[src/rtl/sprite_motion_updater.sv]
// sprite_motion_updater
// Per-frame sprite motion stage. A start pulse walks sprite entries
// 0..NUM_SPRITES-1: each entry is read (ISSUE/LOAD), its signed velocity is
// added to the 12.4 fixed-point position with bounce at the playfield edges
// (CALC), and all three attribute words are written back in one cycle (WRITE).
//
// Handshake: start is a single-cycle request sampled only in IDLE (ignored
// while busy, never queued); busy is high from the cycle after acceptance
// through the last write; done pulses for exactly one cycle after the last
// write, in which busy is already low and a new start is accepted.
module sprite_motion_updater #(
    parameter int NUM_SPRITES = 512,
    parameter int X_MAX       = 1023,
    parameter int Y_MAX       = 767
) (
    input  logic        clk_draw,
    input  logic        rst,
    input  logic        start,
    output logic        busy,
    output logic        done,
    output logic [8:0]  rd_index,
    input  logic [35:0] rd_y_height,
    input  logic [35:0] rd_x_width,
    input  logic [35:0] rd_velocity,
    output logic [8:0]  w_index,
    output logic [35:0] w_sprite_y_height,
    output logic        w_sprite_y_height_en,
    output logic [35:0] w_sprite_x_width,
    output logic        w_sprite_x_width_en,
    output logic [35:0] w_sprite_velocity,
    output logic        w_sprite_velocity_en,
    output logic [2:0]  dbg_state
);

    typedef enum logic [2:0] {
        S_IDLE  = 3'd0,
        S_ISSUE = 3'd1,
        S_LOAD  = 3'd2,
        S_CALC  = 3'd3,
        S_WRITE = 3'd4
    } state_t;

    // Position limits in 1/16 pixel units
    localparam logic [15:0] X_LIM    = 16'(X_MAX * 16);
    localparam logic [15:0] Y_LIM    = 16'(Y_MAX * 16);
    localparam logic [8:0]  LAST_IDX = 9'(NUM_SPRITES - 1);

    state_t      state_q;
    logic [8:0]  idx_q;
    logic [35:0] yh_q;
    logic [35:0] xw_q;
    logic [35:0] vel_q;
    logic        busy_q;
    logic        done_q;
    logic [8:0]  rd_index_q;
    logic [8:0]  w_index_q;
    logic [35:0] wy_q;
    logic [35:0] wx_q;
    logic [35:0] wv_q;
    logic        wen_q;

    logic [15:0] y_p_d;
    logic [17:0] vy_d;
    logic [15:0] x_p_d;
    logic [17:0] vx_d;

    // One axis step: returns {new_p, new_v}. Zero velocity never moves or
    // clamps, so an out-of-range sprite at rest stays where it is.
    function automatic logic [33:0] axis_step(input logic [15:0] p,
                                              input logic [17:0] v,
                                              input logic [15:0] lim);
        logic signed [19:0] s;
        logic [17:0]        v_neg;
        logic [15:0]        np;
        logic [17:0]        nv;
        s     = $signed({4'b0000, p}) + $signed({{2{v[17]}}, v});
        // -131072 has no positive counterpart in 18 bits; saturate
        v_neg = (v == 18'h20000) ? 18'h1FFFF : (~v + 18'd1);
        if (v == 18'd0) begin
            np = p;
            nv = v;
        end else if (s < 0) begin
            np = 16'd0;
            nv = v_neg;
        end else if (s > $signed({4'b0000, lim})) begin
            np = lim;
            nv = v_neg;
        end else begin
            np = s[15:0];
            nv = v;
        end
        return {np, nv};
    endfunction

    // New position/velocity for both axes from the captured words
    always_comb begin
        {y_p_d, vy_d} = axis_step(yh_q[15:0], vel_q[17:0], Y_LIM);
        {x_p_d, vx_d} = axis_step(xw_q[15:0], vel_q[35:18], X_LIM);
    end

    // Sequencer: ISSUE -> LOAD -> CALC -> WRITE per sprite, all outputs registered
    always_ff @(posedge clk_draw or posedge rst) begin
        if (rst) begin
            state_q    <= S_IDLE;
            idx_q      <= 9'd0;
            yh_q       <= 36'd0;
            xw_q       <= 36'd0;
            vel_q      <= 36'd0;
            busy_q     <= 1'b0;
            done_q     <= 1'b0;
            rd_index_q <= 9'd0;
            w_index_q  <= 9'd0;
            wy_q       <= 36'd0;
            wx_q       <= 36'd0;
            wv_q       <= 36'd0;
            wen_q      <= 1'b0;
        end else begin
            case (state_q)
                S_IDLE: begin
                    done_q <= 1'b0;
                    if (start) begin
                        idx_q      <= 9'd0;
                        rd_index_q <= 9'd0;
                        busy_q     <= 1'b1;
                        state_q    <= S_ISSUE;
                    end
                end
                S_ISSUE: begin
                    state_q <= S_LOAD;
                end
                S_LOAD: begin
                    // BRAM data is valid at the end of this cycle
                    yh_q    <= rd_y_height;
                    xw_q    <= rd_x_width;
                    vel_q   <= rd_velocity;
                    state_q <= S_CALC;
                end
                S_CALC: begin
                    wy_q      <= {yh_q[35:16], y_p_d};
                    wx_q      <= {xw_q[35:16], x_p_d};
                    wv_q      <= {vx_d, vy_d};
                    w_index_q <= idx_q;
                    wen_q     <= 1'b1;
                    state_q   <= S_WRITE;
                end
                S_WRITE: begin
                    wen_q <= 1'b0;
                    if (idx_q == LAST_IDX) begin
                        busy_q  <= 1'b0;
                        done_q  <= 1'b1;
                        state_q <= S_IDLE;
                    end else begin
                        idx_q      <= idx_q + 9'd1;
                        rd_index_q <= idx_q + 9'd1;
                        state_q    <= S_ISSUE;
                    end
                end
                default: begin
                    state_q <= S_IDLE;
                end
            endcase
        end
    end

    assign busy                 = busy_q;
    assign done                 = done_q;
    assign rd_index             = rd_index_q;
    assign w_index              = w_index_q;
    assign w_sprite_y_height    = wy_q;
    assign w_sprite_x_width     = wx_q;
    assign w_sprite_velocity    = wv_q;
    assign w_sprite_y_height_en = wen_q;
    assign w_sprite_x_width_en  = wen_q;
    assign w_sprite_velocity_en = wen_q;
    assign dbg_state            = state_q;

endmodule

[config.mk]
export PLATFORM = sky130hd
export DESIGN_NAME = sprite_motion_updater
export DESIGN_NICKNAME = d
export VERILOG_FILES = /design/src/rtl/sprite_motion_updater.sv
export SDC_FILE = /design/constraint.sdc
export NUM_CORES = 1
export LEC_CHECK = 0
export ABC_AREA = 0
export BUFFER_PORTS_ARGS = -buffer_cell sky130_fd_sc_hd__buf_2
export CAP_MARGIN = 0
export CORE_MARGIN = 2
export CORE_UTILIZATION = 55
export CTS_CLUSTER_DIAMETER = 100
export DETAILED_ROUTE_END_ITERATION = 8
export GPL_TIMING_DRIVEN = 0
export HOLD_SLACK_MARGIN = 0.1
export PLACE_DENSITY = 0.89
export SETUP_SLACK_MARGIN = 0.05
export SLEW_MARGIN = 20
export SYNTH_ARGS = -nofsm -noshare
export SYNTH_HDL_FRONTEND = slang
export SYNTH_SLANG_ARGS = --single-unit
export TNS_END_PERCENT = 50
[constraint.sdc]
create_clock -name clk_draw -period 26.1 [get_ports clk_draw]
set_input_delay 5.22 -clock clk_draw [delete_from_list [all_inputs] [get_ports clk_draw]]
set_output_delay 5.22 -clock clk_draw [all_outputs]
set_load 0.02 [all_outputs]
Word level (Yosys, flattened, before mapping)
Cells that the tools add are included.
- register bits after elaboration: 240
- bits of input ports: 111
- output and inout port bits: 134
- logic and storage cells: 67
- add/sub/neg operators: 5
- magnitude comparators: 4
- eq/ne operators: 10
- mux-type cells: 26
- bitwise gates (word level): 2
- reduce and logical (&&, ||, !) cells: 8
- operators with widths (operator ; number):
    $mux 18 ; 8
    $mux 16 ; 6
    $add 17x18->19 ; 2
    $gt 19x15->1 const B ; 2
    $lt 19x1->1 const B ; 2
    $add 18x1->18 const B ; 2
    $eq 18x18->1 const B ; 2
    $logic_not 18->1 ; 2
    $not 18->18 ; 2
    $mux 9 ; 2
    $pmux 9 s2 ; 1
    $pmux 3 s5 ; 1
    $add 9x1->9 const B ; 1
    $eq 9x9->1 const B ; 1
    $eq 3x2->1 const B ; 2
    $ne 2x2->1 const B ; 3
    $pmux 1 s2 ; 3
    $reduce_and 3->1 ; 2
    $mux 1 ; 4
    $reduce_bool 2->1 ; 2
    $eq 3x1->1 const B ; 1
    $eq 3x3->1 const B ; 1
    $logic_not 3->1 ; 1
    $mux 3 ; 1
    $reduce_and 2->1 ; 1

Logic depth before layout (Yosys ltp)
Gate-level depths: netlist (run 1).
- word-level depth: 6
- depth in mapped cells: 14

Worst setup path after synthesis (run 1)
Ideal clock, no wire load.
- kind: input to register
- start point: in start
- end point: reg rd_index_q[0], in the netlist rd_index[0]
- setup time: 125 ps
- data arrival time: 5854 ps
- data required time: 25975 ps
- slack: 20121 ps
- stages: 4
- buffers on the path: 1
- path through: and2_1 clkbuf_1 nor2_1 mux2_2
- word-level cells in the longest chain between the ends: 2
- RTL lines (item ; RTL line ; source):
    start, declared ; 18 ; input logic start,
    $ne 2x2->1 (no source line) ; - ;
    $reduce_and 3->1 (no source line) ; - ;
    end signal, assigned ; 154 ; rd_index_q <= idx_q + 9'd1;
    end, declared ; 55 ; logic [8:0] rd_index_q;
Every way passes these cells.
A chain may end at the register's enable or synchronous reset.

Final worst setup path (run 1)
- start point: reg wen_q, in the netlist w_sprite_velocity_en
- end point: out w_sprite_x_width_en
- RTL lines (item ; RTL line ; source):
    start, declared ; 60 ; logic wen_q;
    start signal, assigned ; 116 ; wen_q <= 1'b0;
    start signal, assigned ; 143 ; wen_q <= 1'b1;
    start signal, assigned ; 147 ; wen_q <= 1'b0;
    end, declared ; 29 ; output logic w_sprite_x_width_en,
No word-level cell between the ends.

==> flow_metrics.tcl, run 1 <==
set metrics [dict create \
    hp-class "register to register" \
    io_pins 245 \
    peakVddDrop_v 0.000102 \
    hold_ws_ns 0.466 \
    htreeDepth 1 \
    ys.flop_type "dfrtp_1" \
    syn-num-nets 1392 \
    fin_skew_ns 0.0203 \
    synth-seq-cells 240 \
    worst_path_dominant_cell_family "flip-flops" \
    clk_latency_ns 0.53 \
    synth_top_family_by_area "simple AND/OR/NAND/NOR gates" \
    drt_pass1_iterations 6 \
    clk_pin_slew_worst_paths_ns 0.06 \
    grt_start_max_net_pins 108 \
    synth_compound_gate_area_share 0.145 \
    rsz0062_at_grt "no" \
    yosys_warnings 0 \
    muxShareOfSynthArea 0.0934 \
    vias_per_cell 6.01 \
    synth_area_um2 12400 \
    post_cts_resized 0 \
    start_util 0.563 \
    tns_ns 0 \
    remaining_drc_errors 0 \
    antenna_found_initial 4 \
    track_usage 0.294 \
    path_max_fanout 5 \
    root_buffer "clkbuf_16" \
    port-buffer-count 244 \
    overflow 0 \
    drt_wl_total_um 35500 \
    drive_above_1_share 0.287 \
    status "completed" \
    power.density_nw_per_um2 162 \
    place.gp.congestion 0.909 \
    leakagePower_nw 7.14 \
    syn_area_per_cell_um2 9.95 \
    core_area_um2 22000 \
    row_count 54 \
    synth_edf_count 0 \
    finalHoldViolations 0 \
    nNetsFinal 1666 \
    most-common-layout-cells "buf_2 (251), nand2_1 (240), dfrtp_1 (240)" \
    max_freq_ghz 0.155 \
    vias 10900 \
    period_share 0.247 \
    finalCriticalPeriod_ns 6.44 \
    cts_tree "done" \
    critical_path.startpoint_type "register" \
    layout_commonest_cell "buf_2" \
    yosysSeqAreaShare 0.486 \
    ant_nets 0 \
    area_growth_pct 21.0 \
    wl_per_cell_um 19.5 \
    crit_path_max_incr_delay_ns 0.42 \
    dpl-instance-area_um2 14000 \
    critPathRequiredTime_ns 20.88 \
    setup_viol 0 \
    slew_headroom 0.323 \
    design_area_um2 15000 \
    cpMaxStageDelayCell "dfrtp_1" \
    worst_pin_slew_ns 1.01 \
    clock-sinks 240 \
    drt_iter0_markers 946 \
    post_cts_buffers 0 \
    crit_buf_inv 2 \
    synthCells 1243 \
    cap_viol_max_count 0 \
    holdBufCountCts 0 \
    yosys.area_share.simple 0.178 \
    synthXorXnorAreaFrac 0.0220 \
    worst_ep_arrival_time_ns 1.22 \
    die_h_um 154 \
    ys_async_sr_fraction 1.00 \
    cp-end-kind "output port" \
    first_global_vias 10900 \
    grt_pass1_wl_um 55900 \
    cts_buffer_depth 3 \
    numCtsBuffers 26 \
    maxSlewViolCount 0 \
    synthAdderAreaFrac 0.0397 \
    hpwl_um 26000 \
    die_w_um 154 \
    synthDistinctLibCells 80 \
    path_cells "buf_4 > buf_2" \
    criticalPathCategory "register to output port" \
    die_area_um2 23700 \
]
path summary, 6_finish.rpt:
path	from	endpoint	slack, ns	cells after the start
max	w_sprite_velocity_en$_DFFE_PP0P_	w_sprite_x_width_en	19.66	2
min	xw_q[19]$_DFFE_PP0P_	w_sprite_x_width[19]$_DFFE_PP0P_	0.47	2
max reg2reg	vel_q[0]$_DFFE_PP0P_	w_sprite_y_height[2]$_DFFE_PP0P_	22.29	13
min reg2reg	xw_q[19]$_DFFE_PP0P_	w_sprite_x_width[19]$_DFFE_PP0P_	0.47	2
max in group asynchronous	rst	vel_q[2]$_DFFE_PP0P_	20.16	4
min in group asynchronous	rst	xw_q[29]$_DFFE_PP0P_	4.68	2
cells by family (layout without fill, tap and decap cells):
logic type,count (synthesis),in the layout
flops,240,240
mux,103,103
compound gates,262,262
buf+inv,95,389
other cells,0,4
simple gates,474,474
xor+xnor,31,31
fa+ha+maj,38,38
metrics by stage:
| step | setup slack (ns) | std cells | power [mW] | util |
|---|---|---|---|---|
| after detailed placement | 19.56 | 1769 | 2.00 | 0.638 |
| after CTS | 19.64 | 1817 | 2.41 | 0.681 |
| after global routing | 19.61 | 1820 | 2.58 | 0.681 |
| after global placement | 11.98 | 1767 | 1.95 | 0.635 |
| final | 19.66 | 1821 | 2.42 | 0.682 |
| after floorplan | 14.29 | 1243 | 1.62 | - |
synthesized netlist by cell type (7+ instances only):
cell / n / area share
a31oi_1: 15 / 0.0076
nand2_1: 240 / 0.073
nor2_1: 82 / 0.025
a211oi_1: 13 / 0.0079
a21o_1: 21 / 0.013
nand4_1: 12 / 0.0061
and3_1: 18 / 0.0091
a21oi_1: 67 / 0.027
nand2b_1: 8 / 0.0040
inv_1: 25 / 0.0076
o21ai_0: 49 / 0.020
ha_1: 36 / 0.036
o31ai_1: 9 / 0.0055
xnor2_1: 14 / 0.0099
dfrtp_1: 240 / 0.49
nand3_1: 28 / 0.011
buf_2: 7 / 0.0028
clkbuf_1: 48 / 0.015
xor2_1: 17 / 0.012
nor3_1: 22 / 0.0089
a311oi_1: 7 / 0.0050
o21ai_1: 7 / 0.0028
or3_1: 16 / 0.0081
mux2_2: 99 / 0.090
where the power goes:
group	internal, mW	switching [mW]
sequential	0.551	0.163
combinational	0.518	0.791
clock	0.249	0.151
sequential cells by signal, summed over array words and instances, names as in the netlist, 3 cells and up:
signal and count:
vel_q 36, w_sprite_velocity 36, w_sprite_x_width 36, w_sprite_y_height 36, xw_q 36, yh_q 36, rd_index 9, w_index 9
dbg_state 3
routing by layer:
metal	up-vias	track usage	part of all wire
met1	5379	0.376	0.40
li1	4990	-	-
met2	489	0.513	0.50
met3	81	0.0502	0.068
met4	0	0.0917	0.029
met5	-	0	0
final cells by class:
type | count | area (um2)
clock inverter | 9 | 156
antenna | 4 | 10.0
inverter | 25 | 101
clock buffer | 39 | 791
sequential | 240 | 6010
multi-input combinational | 908 | 5920
buffer | 70 | 357
tap | 280 | 350
timing repair buffer | 246 | 1280
fill | 1691 | 6990
worst reg2reg max path: cells and delay by family (launching register included):
kind,cells,cell delay [ns]
AO/OA/AOI/OAI,6,1.60
AND/OR/NAND/NOR,4,0.87
adder cells (fa/ha/maj),2,0.66
flip-flops,1,0.43
buffers and inverters,1,0.18
(Power assumes the default switching activity.)
==> run 2, diff against run 1 <==
clock period = 6.4 ns   (was 26.1 ns; I/O delays follow)
==> run 2 against run 1 <==
Setup slack lost 17 ns. Clock power grew to 4.0 times the previous value. Flip-flop and latch count is the same. Utilization grew 0.38 points. Critical endpoint is now w_sprite_x_width[13]$_DFFE_PP0P_. Highest routed layer unchanged. Die area is the same. Routed wire length grew 1.4%. Critical path type is now register to register. Cell count grew 0.33%. Largest power group unchanged. Combinational power grew to 4.1 times the previous value. Non-clock buffer count grew 6.
==> flow_metrics.tcl, run 2 (synthesis results as in run 1) <==
set metrics [dict create \
    clockPowerShare 0.160 \
    io_pins 245 \
    cts_tree "done" \
    clock-sinks 240 \
    switchingPower_mw 4.55 \
    worst_ep_arrival_time_ns 4.15 \
    drt_iter0_markers 941 \
    nNetsFinal 1672 \
    crit_path_max_incr_delay_ns 0.44 \
    root_buffer "clkbuf_16" \
    clk_latency_ns 0.54 \
    reg2reg_from "vel_q[18]$_DFFE_PP0P_" \
    cpMaxStageDelayCell "dfrtp_1" \
    cp-end-kind "register" \
    clk_pin_slew_worst_paths_ns 0.07 \
    grt_start_max_net_pins 36 \
    leakagePower_nw 7.17 \
    critical_path.startpoint_type "register" \
    path_max_fanout 10 \
    grt_pass1_wl_um 57000 \
    track_usage 0.301 \
    p_comb_frac 0.545 \
    slew_headroom 0.344 \
    grt_use_met3 0.0640 \
    rsz0062_at_grt "no" \
    drt_wl_total_um 36000 \
    grtUsageMet1 0.373 \
    place.gp.congestion 0.932 \
    holdBufCountCts 0 \
    critPathRequiredTime_ns 6.80 \
    setup_viol 0 \
    remaining_drc_errors 0 \
    core_area_um2 22000 \
    path_cells "ha_1 > inv_1 > fa_1 > nand2b_1 > a21o_1 > a311oi_1 > nor2_1 > xnor2_1 > and4_1 > a41oi_1 > clkbuf_1 > nand2_1 > o21ai_0 > a21oi_1" \
    post_cts_buffers 0 \
    power.density_nw_per_um2 655 \
    post-place-ws_ns 2.73 \
    tns_ns 0 \
    max_freq_ghz 0.267 \
    startpoint "vel_q[18]$_DFFE_PP0P_" \
    port-buffer-count 244 \
    drt_pass1_iterations 6 \
    peakVddDrop_v 0.000489 \
    hp-class "register to register" \
    period_share 0.586 \
    finalCriticalPeriod_ns 3.75 \
    grt.busiest_layer "met2" \
    area_growth_pct 21.7 \
    drive_above_1_share 0.290 \
    wl_per_cell_um 19.7 \
    p_total_mw 9.86 \
    n_fill_cell 1678 \
    htreeDepth 1 \
    die_area_um2 23700 \
    criticalPathCategory "register to register" \
    final_cells 1827 \
    post_cts_resized 0 \
    start_util 0.563 \
    overflow 0 \
    p_int_mw 5.31 \
    die_h_um 154 \
    vias_per_cell 5.97 \
    status "completed" \
    most-common-layout-cells "buf_2 (251), nand2_1 (240), dfrtp_1 (240)" \
    finalHoldViolations 0 \
    hpwl_um 26500 \
    fin_skew_ns 0.0126 \
    die_w_um 154 \
    finalWorstSetupSlack_ns 2.65 \
    cts_buffer_depth 3 \
    vias 10900 \
    layout_commonest_cell "buf_2" \
    maxSlewViolCount 0 \
    use_met2 0.509 \
    switching_share 0.461 \
    row_count 54 \
    dp_cells 1775 \
    ant_nets 0 \
    min_from "yh_q[24]$_DFFE_PP0P_" \
    first_global_vias 11000 \
    numCtsBuffers 26 \
    antenna_found_initial 3 \
    worst_pin_slew_ns 0.977 \
    seq_power_share 0.295 \
    cap_viol_max_count 0 \
]
[run 2: cell type report]
class	count	area, um2	area share
flip-flops and latches	240	6010	0.399
multi-input cells	908	5920	0.393
clock inverters	13	160	0.0106
well taps	280	350	0.0233
clock buffers	35	746	0.0496
repair buffers	252	1400	0.0933
diodes	4	10.0	0.000665
inverters	25	97.6	0.00649
plain buffers	70	357	0.0237
[run 2: path summary, 6_finish.rpt]
check	depth (start not counted)	endpoint	slack, ns
max in group asynchronous	6	vel_q[1]$_DFFE_PP0P_	4.52
worst max-delay path	14	w_sprite_x_width[13]$_DFFE_PP0P_	2.65
min in group asynchronous	2	w_sprite_x_width[26]$_DFFE_PP0P_	0.74
worst min register to register	2	w_sprite_y_height[24]$_DFFE_PP0P_	0.46
worst max register to register	14	w_sprite_x_width[13]$_DFFE_PP0P_	2.65
worst min-delay path	2	w_sprite_y_height[24]$_DFFE_PP0P_	0.46
[run 2: through the flow]
step | util | hold slack (ns) | area, um2
3_3_place_gp | 0.635 | 0.442 | 13900
6_report | 0.685 | 0.461 | 15000
4_1_cts | 0.685 | 0.464 | 15000
3_5_place_dp | 0.644 | 0.451 | 14100
5_1_grt | 0.685 | 0.476 | 15000
2_1_floorplan | - | 0.435 | 12400
[run 2: power groups by stage]
stage	logic (mW)	clock network, mW	registers, mW
2_1_floorplan	3.50	0	3.12
3_3_place_gp	5.09	0	2.86
3_5_place_dp	5.27	0	2.90
4_1_cts	5.32	1.59	2.89
5_1_grt	5.86	1.66	2.98
6_report	5.38	1.58	2.91
[run 2: worst max-delay path, delay by kind of cell (launching register included)]
kind	cells	cell delay [ns]
compound gates	5	1.23
simple gates	4	0.75
fa+ha+maj	2	0.60
buf+inv	2	0.45
flops	1	0.44
xor+xnor	1	0.14
[run 2: per-layer routing]
layer | up-vias | part of all wire
met2 | 490 | 0.49
met5 | - | 0
li1 | 4993 | -
met1 | 5299 | 0.39
met4 | 0 | 0.041
met3 | 119 | 0.080
